[config.mk]
export PLATFORM = sky130hd
export DESIGN_NAME = dds_wave_gen
export DESIGN_NICKNAME = d
export VERILOG_FILES = /design/src/rtl/dds_wave_gen.sv
export SDC_FILE = /design/constraint.sdc
export NUM_CORES = 1
export LEC_CHECK = 0
export CORE_MARGIN = 5
export CORE_UTILIZATION = 25
export DETAILED_ROUTE_END_ITERATION = 12
export SYNTH_ARGS = -nofsm -noshare
export SYNTH_HDL_FRONTEND = slang
export SYNTH_SLANG_ARGS = --single-unit
[constraint.sdc]
create_clock -name sys_clk -period 3.8 [get_ports sys_clk]
set_clock_uncertainty 0.2 [all_clocks]
set_input_delay 0.76 -clock sys_clk [delete_from_list [all_inputs] [get_ports sys_clk]]
set_output_delay 0.76 -clock sys_clk [all_outputs]
set_load 0.03 [all_outputs]
[src/rtl/dds_wave_gen.sv]
// Phase-accumulator waveform generator: sine from an external synchronous ROM,
// saw/triangle/square derived from the phase. Waveform switches only at a phase wrap.
module dds_wave_gen #(
    parameter int PHASE_W = 32,
    parameter int DATA_W  = 8,
    parameter int ADDR_W  = 10
) (
    input  logic               sys_clk,
    input  logic               rst_n,
    input  logic [3:0]         wave_sel,
    input  logic [PHASE_W-1:0] freq_word,
    output logic [ADDR_W-1:0]  rom_addr,
    input  logic [DATA_W-1:0]  rom_data,
    output logic [DATA_W-1:0]  dac_data,
    output logic [3:0]         wave_active
);

    typedef enum logic [3:0] {
        WAVE_IDLE = 4'b0000,
        WAVE_SIN  = 4'b0001,
        WAVE_SAW  = 4'b0010,
        WAVE_TRI  = 4'b0100,
        WAVE_SQU  = 4'b1000
    } wave_t;

    localparam int TOP_W = DATA_W + 1;
    localparam logic [DATA_W-1:0] MIDSCALE = {1'b1, {(DATA_W-1){1'b0}}};

    // Control state
    logic [PHASE_W-1:0] phase_acc, phase_nxt;
    wave_t              active, active_nxt;
    wave_t              pending, pending_nxt;
    logic [PHASE_W:0]   phase_sum;
    logic               wrap;
    logic               req_valid;

    // Only the phase MSB plus the next DATA_W bits feed the arithmetic waveforms.
    logic [TOP_W-1:0]   ph1, ph2;
    wave_t              sel1, sel2;

    logic [DATA_W-1:0]  tri_t;
    logic [DATA_W-1:0]  saw_val, tri_val, squ_val;
    logic [DATA_W-1:0]  sample;

    // NOTE: every combinational output gets a default first so no path leaves it unassigned (no latch).
    always_comb begin
        req_valid   = (wave_sel != 4'b0000) && ((wave_sel & (wave_sel - 4'd1)) == 4'b0000);
        phase_sum   = {1'b0, phase_acc} + {1'b0, freq_word};
        wrap        = phase_sum[PHASE_W];
        phase_nxt   = phase_acc;
        active_nxt  = active;
        pending_nxt = pending;

        if (active == WAVE_IDLE) begin
            if (req_valid) begin
                active_nxt = wave_t'(wave_sel);
            end
        end else begin
            phase_nxt = phase_sum[PHASE_W-1:0];
            // A zero increment never wraps, so a pending switch is taken immediately.
            if ((wrap || freq_word == '0) && pending != WAVE_IDLE) begin
                active_nxt  = pending;
                pending_nxt = WAVE_IDLE;
            end else if (req_valid) begin
                pending_nxt = (wave_sel == active) ? WAVE_IDLE : wave_t'(wave_sel);
            end
        end
    end

    always_comb begin
        saw_val = ph2[TOP_W-1 -: DATA_W];
        tri_t   = ph2[DATA_W-1:0];
        tri_val = ph2[TOP_W-1] ? ~tri_t : tri_t;
        squ_val = ph2[TOP_W-1] ? '0 : '1;
        sample  = MIDSCALE;
        case (sel2)
            WAVE_SIN: sample = rom_data;
            WAVE_SAW: sample = saw_val;
            WAVE_TRI: sample = tri_val;
            WAVE_SQU: sample = squ_val;
            default:  sample = MIDSCALE;
        endcase
    end

    // NOTE: sequential state uses non-blocking assignments so every register samples pre-edge values.
    always_ff @(posedge sys_clk) begin
        if (!rst_n) begin
            phase_acc <= '0;
            active    <= WAVE_IDLE;
            pending   <= WAVE_IDLE;
            rom_addr  <= '0;
            ph1       <= '0;
            sel1      <= WAVE_IDLE;
            ph2       <= '0;
            sel2      <= WAVE_IDLE;
            dac_data  <= MIDSCALE;
        end else begin
            phase_acc <= phase_nxt;
            active    <= active_nxt;
            pending   <= pending_nxt;
            rom_addr  <= phase_acc[PHASE_W-1 -: ADDR_W];
            ph1       <= phase_acc[PHASE_W-1 -: TOP_W];
            sel1      <= active;
            // ROM data for ph1's address arrives alongside ph2.
            ph2       <= ph1;
            sel2      <= sel1;
            dac_data  <= sample;
        end
    end

    assign wave_active = active;

endmodule

# [Word-level counts from Yosys, hierarchy flattened]
# Index checks and enable logic that the tools add are counted.
[totals] register_bits=84 output_inout_bits=22 elab_cells=41
[classes] add_sub_neg=2 n_eq_ne=6 muxes=9 bitwise=3 reduce_logical=12
[op_table] op="32-bit by 32-bit adder with 33-bit output" n=1
[op_table] op="32-bit zero test" n=1
[op_table] op="8-bit one-hot mux with 4 select lines" n=1
[op_table] op="4-bit 2-to-1 mux" n=6
[op_table] op="8-bit 2-to-1 mux" n=2
[op_table] op="4-bit zero test" n=2
[op_table] op="8-bit NOT" n=1
[op_table] op="4-bit nonzero test" n=2
[op_table] op="4-bit AND" n=1
[op_table] op="4-bit by 1-bit equality test with 1-bit output (second input constant)" n=1
[op_table] op="4-bit by 2-bit equality test with 1-bit output (second input constant)" n=1
[op_table] op="4-bit by 3-bit equality test with 1-bit output (second input constant)" n=1
[op_table] op="4-bit equality test" n=1
[op_table] op="4-bit equality test (second input constant)" n=1
[op_table] op="2-bit AND reduction" n=2
[op_table] op="2-bit nonzero test" n=2
[op_table] op="4-bit by 1-bit subtractor with 4-bit output (second input constant)" n=1
[op_table] op="1-bit logical AND" n=2
[op_table] op="2-bit inequality test (second input constant)" n=1
[op_table] op="1-bit logical OR" n=1
[op_table] op="1-bit NOT" n=1

# [Depth between registers and ports, before layout]
# Gate-level depths: netlist (run 1).
[depth] ltp_word=6 depth_mapped=10

# [Worst setup path after synthesis (run 1)]
# OpenSTA, ideal clock, no wires.
[synth_timing] path_type="input to register" start="input port freq_word[0]" end="register active[0], in the netlist wave_active[0]" setup_time_ns=0.121 arrival_time_ns=2.846 slack_ns=0.633 path_stages=10 n_path_buf=0 cell_sequence="ha_1 -> fa_1 -> a21oi_1 -> nand4b_1 -> a21oi_2 -> o21ai_1 -> nor4b_4 -> o31ai_4 -> a21oi_4 -> mux2_4"
[synth_via] elab_chain_len=5 elab_cells_between_ends=6
[synth_lines] element="start, declared" line_no="11" rtl="input logic [PHASE_W-1:0] freq_word,"
[synth_lines] element="32-bit by 32-bit adder with 33-bit output or 32-bit zero test (tied branches)" line_no="48, 61"
[synth_lines] element="1-bit logical OR (*)" line_no="61" rtl="if ((wrap || freq_word == '0) && pending != WAVE_IDLE) begin"
[synth_lines] element="1-bit logical AND (*)" line_no="61"
[synth_lines] element="2-bit nonzero test (no line) (*)"
[synth_lines] element="2-bit AND reduction (no line) (*)"
[synth_lines] element="end signal, assigned" line_no="99" rtl="active <= active_nxt;"
[synth_lines] element="end, declared" line_no="31" rtl="wave_t active, active_nxt;"
# Mark *: on every way between the ends. The rest lies on a longest branch, timed or not.
# A chain may end at the register's enable or synchronous reset.

# [Worst setup path in the final report (run 1)]
[layout_timing] start="input port freq_word[1]" end="register phase_acc[25]"
[layout_via] elab_chain_len=1
[layout_lines] element="32-bit by 32-bit adder with 33-bit output" line_no="48" rtl="phase_sum = {1'b0, phase_acc} + {1'b0, freq_word};"
[layout_lines] element="end signal, assigned" line_no="98" rtl="phase_acc <= phase_nxt;"
[layout_lines] element="end, declared" line_no="30" rtl="logic [PHASE_W-1:0] phase_acc, phase_nxt;"
# No other way between the ends.

==> results of run 1 <==
cell families (layout without fill, tap and decap cells):
group           Yosys count  count (layout)  synth area share, %
xor+xnor                 37              37                 7.04
mux                       5               5                 1.52
fa+ha+maj                33              33                 9.14
flops                    75              75                 32.6
buf+inv                  31             106                 3.21
simple gates            197             197                 22.5
compound gates          169             169                 23.9
power by group through the flow:
stage               clock, mW  sequential [mW]  combinational (mW)
finish                  0.886             1.13                2.16
global route            0.945             1.15                2.40
CTS                     0.910             1.13                2.16
detailed placement          0             1.15                2.15
global placement            0             1.14                2.14
floorplan                   0             1.18                1.56
cell type report:
type,instances,area [um2]
clock buffer,10,239
clock inverter,6,71.3
fill,1910,12100
inverter,6,22.5
multi-input combinational,441,2960
sequential,75,1500
tap,229,287
timing repair buffer,84,798
critical path, cell delays in order:
cell	delay, ns
clkdlybuf4s50_1	0.49
ha_1	0.35
a211oi_1	0.44
o211ai_1	0.21
nand3_1	0.15
nand4b_1	0.17
a31oi_1	0.41
o21ai_0	0.21
xnor2_1	0.16
o21ai_0	0.15
stage by stage:
| stage | std cells | utilization (%) |
|---|---|---|
| 2_1_floorplan | 547 | - |
| 3_3_place_gp | 835 | 30.9 |
| 3_5_place_dp | 835 | 30.9 |
| 4_1_cts | 851 | 32.6 |
| 5_1_grt | 851 | 32.6 |
| 6_report | 851 | 32.6 |
cell usage in the layout (no fill, tap or decap), drive strengths merged, types with 2 or more instances in the layout:
master / count
a211o: 2
nor4b: 6
ha: 32
clkdlybuf4s50: 67
nor4: 13
o21a: 4
a21oi: 56
nand2: 74
xor2: 17
o211ai: 4
a31oi: 15
a211oi: 7
a22oi: 8
nand2b: 2
nand4b: 3
a2111oi: 2
nand4: 10
nor3b: 2
mux2: 4
clkbuf: 10
inv: 7
nor2: 28
o21bai: 8
nor2b: 5
o21ai: 32
nand3: 10
nor3: 3
dfxtp: 75
and2: 29
a21o: 13
xnor2: 20
a22o: 4
or4: 3
and3: 6
clkinv: 2
clkinvlp: 2
buf: 17
o31ai: 7
per-layer routing:
| metal | up-vias | GRT usage, % | share of wire [%] |
|---|---|---|---|
| met2 | 87 | 18.0 | 44 |
| met1 | 1901 | 15.8 | 50 |
| met5 | - | 0 | 0 |
| li1 | 2141 | - | - |
| met3 | 12 | 2.99 | 4.9 |
| met4 | 0 | 2.75 | 1.2 |
worst paths after layout:
check	slack (ns)	endpoint	cells after the start
worst max-delay path	0.35	phase_acc[25]	10
worst min-delay path	0.23	sel2[1]	1
worst max register to register	0.94	wave_active[2]	10
worst min register to register	0.23	sel2[1]	1
sequential cells by signal, indices dropped and copies added (netlist names):
register / flops
wave_active: 4
dac_data: 8
sel2: 4
phase_acc: 32
rom_addr: 10
sel1: 4
ph2: 9
pending: 4
==> qor.yml, run 1 <==
async_reset_ff_share_pct: 0
end_kind: "flop"
grt_overflow: 0
fin_crit_ns: 3.45
post-route-drc-count: 0
hold_viol_final: 0
cap_violations: 0
drive_gt1_share_pct: 9.81
cts_sinks: 75
die-area_um2: 21200
htreeDepth: 3
cts_buffers: 9
cts_tree: "done"
ant_nets: 0
synth_seq_cells: 75
synth_most_common_cell: "dfxtp_1"
synth_top_area_cell: "dfxtp_1"
n_antenna_cell: 0
cp-startpoint: "freq_word[1]"
synth_top_area_share_pct: 32.6
required_ns: 3.86
post_cts_resized: 0
rows: 49
gp_congestion: 0.850
total_power_mw: 4.17
synthTopCellsByCount: "75 x dfxtp_1, 74 x nand2_1, 49 x a21oi_1"
ys_types: 64
comb_power_share_pct: 51.7
place_area_um2: 5570
crit_type: "input pin to flop"
ctsRootBufferMaster: "clkbuf_16"
slew_headroom_pct: 21.7
cts_hold_buf: 0
rsz0062_at_grt: "no"
grt_pass1_vias: 4014
netSwitchingFraction_pct: 41.3
cts_setup_buffers: 0
grt_max_degree: 39
power_leakage_nw: 2.35
min_period_over_period_pct: 90.8
die_w_um: 146
clk_pin_slew_ns: 0.06
nNetsFinal: 696
max_freq_ghz: 0.290
tns_ns: 0
synth-edff-count: 0
power.switching_mw: 1.72
timing.rr.start: "phase_acc[0]"
design_area_um2: 5880
start_util_pct: 25.5
synthFlopType: "dfxtp_1"
syn_area_um2: 4600
dp_slack_ns: 0.0374
ys_warn_count: 0
fin_ws_ns: 0.350
status: "completed"
hold_start: "sel1[1]"
grtUsageTotal_pct: 11.5
avgViaCountPerCell: 4.87
antenna_found_initial: 0
worst_pin_slew_ns: 1.16
yosysSeqAreaShare_pct: 32.6
worstPathArrival_ns: 3.51
wl_per_cell_um: 14.6
seq_power_share_pct: 27.0
clockPowerShare_pct: 21.2
syn_area_per_cell_um2: 8.41
area_growth_pct: 27.7
finalSetupViolCount: 0
cp_max_fo: 3
numPortBuffers: 67
place_hpwl_um: 9470
slew_viol_final: 0
clk_latency_ns: 0.34
grt_pass1_wl_um: 20300
dr.pass1.iters: 4
ios: 68
vdd_drop_max_v: 0.000252
powerDensity_nw_per_um2: 710
core_area_um2: 18000
synthTopCellsByArea: "dfxtp_1 33%, ha_1 8.7%, nand2_1 6.0%"
syn_nets: 626
hold_class: "flop to flop"
wl_um: 12400
internal-power_mw: 2.45
cp-start-kind: "input pin"
synth_cells: 547
vias: 4141
die_y_um: 146
drt_iter0_drc: 230
hold_ws_ns: 0.231
clock_path_buffers: 2
(Power assumes the default switching activity.)
==> inputs of run 2 (changes only) <==
- ABC_AREA: not set -> 1
- HOLD_SLACK_MARGIN: not set -> 0.1
==> run 2 against run 1 <==
Against the previous run: flip-flop and latch count is the same; fmax grew 11%; design area grew 8.7%; sequential share of layout area shrank 2.1 points; via count grew 26%; count of clock-buffer cells in the layout grew 1; wire length grew 20%; die area grew 11%; largest power group unchanged.
==> qor.yml, run 2 <==
wl_per_cell_um: 12.9
cp-start-kind: "input pin"
synth_top_area_share_pct: 29.1
largest_register: "phase_acc"
path_delay_family: "simple AND/OR/NAND/NOR gates"
die-area_um2: 23600
slew_headroom_pct: 41.4
n_antenna_cell: 0
start_util_pct: 25.5
nNetsFinal: 964
dr.pass1.iters: 5
synthFlopType: "dfxtp_1"
powerDensity_nw_per_um2: 714
syn_nets: 900
crit_chain: "clkdlybuf4s50_1, ha_1, fa_1, nand2_1, nand2_1, nand3b_1, nand2_2, nand2_1, nand2_1, nand2_1, o21ai_0, nor2_1, o21ai_0, inv_1"
status: "completed"
finalSetupViolCount: 0
largest_reg_flops: 32
min_period_over_period_pct: 82.1
grt_pass1_wl_um: 24500
clk_latency_ns: 0.34
rsz0062_at_grt: "no"
grtUsageTotal_pct: 12.7
slew_viol_final: 0
worstPathArrival_ns: 3.16
register_area_um2: 1500
finalNonFillerCells: 1160
worst_pin_slew_ns: 0.872
tns_ns: 0
cts_setup_buffers: 0
required_ns: 3.83
crit_type: "input pin to flop"
final_cell_mix: "208 x nand2_1, 131 x inv_1, 120 x nor2_1"
reg_top3: "phase_acc: 32 flops, rom_addr: 10 flops, ph2: 9 flops"
grt_overflow: 0
vdd_drop_max_v: 0.000357
final_common_cell: "nand2_1"
ys_types: 37
core_area_um2: 20200
synth_cells: 821
power_leakage_nw: 3.28
end_kind: "flop"
cp_slowest_cell: "clkdlybuf4s50_1"
die_y_um: 154
synth_most_common_cell: "nand2_1"
vias: 5235
fin_crit_ns: 3.12
multiInputGateArea_um2: 3080
hold_viol_final: 0
synthTopCellsByArea: "dfxtp_1 29%, nand2_1 15%, inv_1 9.5%"
gp_congestion: 0.898
clk_pin_slew_ns: 0.06
numPlacedInstances: 1144
cp_num_buf_inv: 2
place_hpwl_um: 11800
max_freq_ghz: 0.320
antenna_found_initial: 0
drt_iter0_drc: 334
ys_warn_count: 0
yosysSeqAreaShare_pct: 29.1
htreeDepth: 3
wl_um: 14900
crit_path_max_incr_delay_ns: 0.49
cts_buffers: 9
num-fill-cells: 2217
numPortBuffers: 67
syn_area_um2: 5150
ant_nets: 0
ctsRootBufferMaster: "clkbuf_16"
ios: 68
synthTopCellsByCount: "208 x nand2_1, 131 x inv_1, 120 x nor2_1"
drive_gt1_share_pct: 4.49
post-route-drc-count: 0
area_growth_pct: 24.1
cts_hold_buf: 0
syn_area_per_cell_um2: 6.27
clock_path_buffers: 2
cts_tree: "done"
cp_common_cell: "nand2_1"
async_reset_ff_share_pct: 0
synth-edff-count: 0
die_w_um: 154
cap_violations: 0
hold_class: "flop to flop"
post_cts_resized: 0
avgViaCountPerCell: 4.51
synth_seq_cells: 75
cts_sinks: 75
cp_max_fo: 3
grt_max_degree: 46
synth_top_area_cell: "dfxtp_1"
grt_pass1_vias: 4948
rows: 52
==> run 2: cell types whose count changed after synthesis, sizes merged, moves of 9 or more <==
cell   previous run  this run
inv               5       132
a31oi            15         6
o21ai            32        52
a21o             13         3
and2             29         4
nand3            10        42
a21oi            56        45
nand2            74       218
xnor2            20         4
nor2             28       123
==> run 2: worst reg2reg max path, delay by kind of cell (launching register included) <==
| kind | cells | cell delay [ns] |
|---|---|---|
| compound gates | 2 | 0.56 |
| fa+ha+maj | 2 | 0.54 |
| buf+inv | 1 | 0.05 |
| flops | 1 | 0.33 |
| simple gates | 8 | 0.75 |
==> run 2: cell families after synthesis <==
| group | count (synthesis) | share of synthesized area, % |
|---|---|---|
| simple gates | 412 | 33.8 |
| buf+inv | 149 | 11.1 |
| compound gates | 132 | 14.4 |
| flops | 75 | 29.1 |
| fa+ha+maj | 33 | 8.16 |
| xor+xnor | 20 | 3.40 |
==> run 2: per-layer routing <==
layer / GRT usage, % / share of wire (%) / vias up
met5: 0 / 0 / -
met4: 4.16 / 1.7 / 0
met3: 2.28 / 4.5 / 19
met2: 20.2 / 45 / 127
met1: 17.3 / 49 / 2344
li1: - / - / 2745
==> run 2: worst paths after layout <==
path	startpoint	end	slack, ns	cells after the start
worst min register to register	sel1[1]	sel2[1]	0.21	2
worst min-delay path	sel1[1]	sel2[1]	0.21	2
worst max-delay path	freq_word[0]	phase_acc[28]	0.68	14
worst max register to register	phase_acc[0]	phase_acc[28]	1.27	13
==> run 2: power by group <==
part | total [mW] | internal, mW | switching [mW]
Clock | 0.828 | 0.479 | 0.349
Combinational | 2.57 | 0.904 | 1.66
Sequential | 1.17 | 1.02 | 0.143
Total | 4.56 | 2.41 | 2.16
==> run 2: area by class of cell <==
type	count	share of cell area, %
Clock buffer	11	3.95
Timing Repair Buffer	70	10.8
Multi-Input combinational cell	597	48.1
Inverter	132	7.75
Clock inverter	5	0.548
Tap cell	270	5.28
Sequential cell	75	23.5
==> run 2: through the flow <==
step	hold WS, ns	utilization [%]	instance area (um2)	worst slack, ns	power [mW]
floorplan	0.190	-	5150	1.21	3.06
global placement	0.198	30.2	6100	0.380	3.72
detailed placement	0.201	30.2	6100	0.364	3.74
CTS	0.218	31.6	6390	0.725	4.59
global route	0.232	31.6	6390	0.531	4.98
finish	0.212	31.6	6390	0.679	4.56
==> inputs of run 3 (changes only) <==
- clock period: 3.8 -> 3 ns (I/O delays scaled with it)
==> run 3 against run 2 <==
Against the previous run: flip-flop and latch count unchanged; design area rose by 3.4%; first-iteration DRC count up 13%; largest power group unchanged; critical path type unchanged; count of clock-buffer cells in the layout fell by 1; combinational power rose by 33%; core utilization up 1.1 points; sequential share of layout area down 0.78 points; critical path depth is 1 higher; register-to-register slack got worse by 0.61 ns; global-route usage rose by 0.50 points.
==> qor.yml, run 3 (synthesis gave the netlist of run 2 again) <==
fin_crit_ns: 2.74
drt_iter0_drc: 377
place_hpwl_um: 12200
die-area_um2: 23600
clk_pin_slew_ns: 0.06
clock_path_buffers: 2
ant_nets: 0
cp_max_fo: 3
hold_class: "flop to flop"
vdd_drop_max_v: 0.000333
nNetsFinal: 988
crit_chain: "clkdlybuf4s50_1, ha_1, fa_1, nand2_1, o21ai_1, nand2_1, nand2_1, nand2_1, nand2_1, nand2_1, nand2_1, nor2_1, o21ai_1, nand2_1, inv_1"
crit_path_max_incr_delay_ns: 0.42
numPortBuffers: 67
numPlacedInstances: 1168
cap_violations: 0
grt_max_degree: 46
die_w_um: 154
grt_pass1_vias: 5045
reg_top3: "phase_acc: 32 flops, rom_addr: 10 flops, ph2: 9 flops"
area_growth_pct: 28.4
die_y_um: 154
grt_pass1_wl_um: 25400
clk_latency_ns: 0.34
rsz0062_at_grt: "no"
wl_per_cell_um: 13.0
tns_ns: 0
min_period_over_period_pct: 91.3
finalNonFillerCells: 1184
required_ns: 3.04
n_antenna_cell: 0
worst_pin_slew_ns: 0.870
place_area_um2: 6280
vias: 5319
post_cts_resized: 0
start_util_pct: 25.5
slew_viol_final: 0
finalSetupViolCount: 0
hold_viol_final: 0
largest_register: "phase_acc"
post-route-drc-count: 0
hold_ws_ns: 0.205
max_freq_ghz: 0.365
core_area_um2: 20200
total_power_mw: 6.11
dr.pass1.iters: 5
wl_um: 15400
end_kind: "flop"
ios: 68
final_cell_mix: "208 x nand2_1, 131 x inv_1, 120 x nor2_1"
dp_slack_ns: -0.0524
cts_hold_buf: 0
slew_headroom_pct: 41.5
multiInputGateArea_um2: 3080
design_area_um2: 6610
avgViaCountPerCell: 4.49
final_common_cell: "nand2_1"
htreeDepth: 3
largest_reg_flops: 32
register_area_um2: 1500
grt_overflow: 0
power_leakage_nw: 3.41
cp_slowest_cell: "clkdlybuf4s50_1"
grtUsageTotal_pct: 13.2
antenna_found_initial: 0
cts_sinks: 75
cts_buffers: 9
ctsRootBufferMaster: "clkbuf_16"
gp_congestion: 0.911
crit_type: "input pin to flop"
cp-start-kind: "input pin"
num-fill-cells: 2209
powerDensity_nw_per_um2: 923
cts_tree: "done"
cp_common_cell: "nand2_1"
status: "completed"
r2r_setup_slack_ns: 0.66
drive_gt1_share_pct: 7.00
cts_setup_buffers: 0
rows: 52
fin_util_pct: 32.7
worstPathArrival_ns: 2.78
fin_ws_ns: 0.261
[run 3: cell types whose count changed in the layout (fill, tap and decap cells not counted)]
cell / change
buf_4: +24
bufinv_16: +2
clkbuf_8: -2
clkinv_2: -2
inv_6: +2
a21oi_1: -1
a21oi_2: +1
clkbuf_1: +1
clkinvlp_4: -1
[run 3: area by class of cell]
| cell class | instances | share of cell area [%] |
|---|---|---|
| repair buffers | 94 | 13.2 |
| well taps | 270 | 5.11 |
| flip-flops and latches | 75 | 22.7 |
| clock buffers | 10 | 3.46 |
| clock inverters | 6 | 1.44 |
| inverters | 132 | 7.49 |
| multi-input cells | 597 | 46.6 |
[run 3: worst paths after layout]
| path | startpoint | end | cells past startpoint |
|---|---|---|---|
| max | freq_word[0] | phase_acc[22] | 15 |
| max reg2reg | phase_acc[0] | phase_acc[22] | 14 |
| min reg2reg | sel1[0] | sel2[0] | 2 |
| min | sel1[0] | sel2[0] | 2 |
[run 3: report_power, final]
group          leakage, nW  internal, mW  total, mW  switching [mW]
registers            0.617          1.30       1.48           0.189
logic                 2.64          1.28       3.43            2.16
clock network        0.158         0.739       1.19           0.452
[run 3: layer usage]
layer	global-route usage [%]	part of all wire, %	vias up
li1	-	-	2789
met1	18.2	49	2358
met2	20.7	44	145
met3	2.14	4.8	27
met4	4.96	2.7	0
met5	0	0	-
[run 3: critical path: cells and delay by family]
family | cells | cell delay, ns
AND/OR/NAND/NOR | 9 | 0.91
adder cells (fa/ha/maj) | 2 | 0.63
AO/OA/AOI/OAI | 2 | 0.16
buffers and inverters | 2 | 0.45
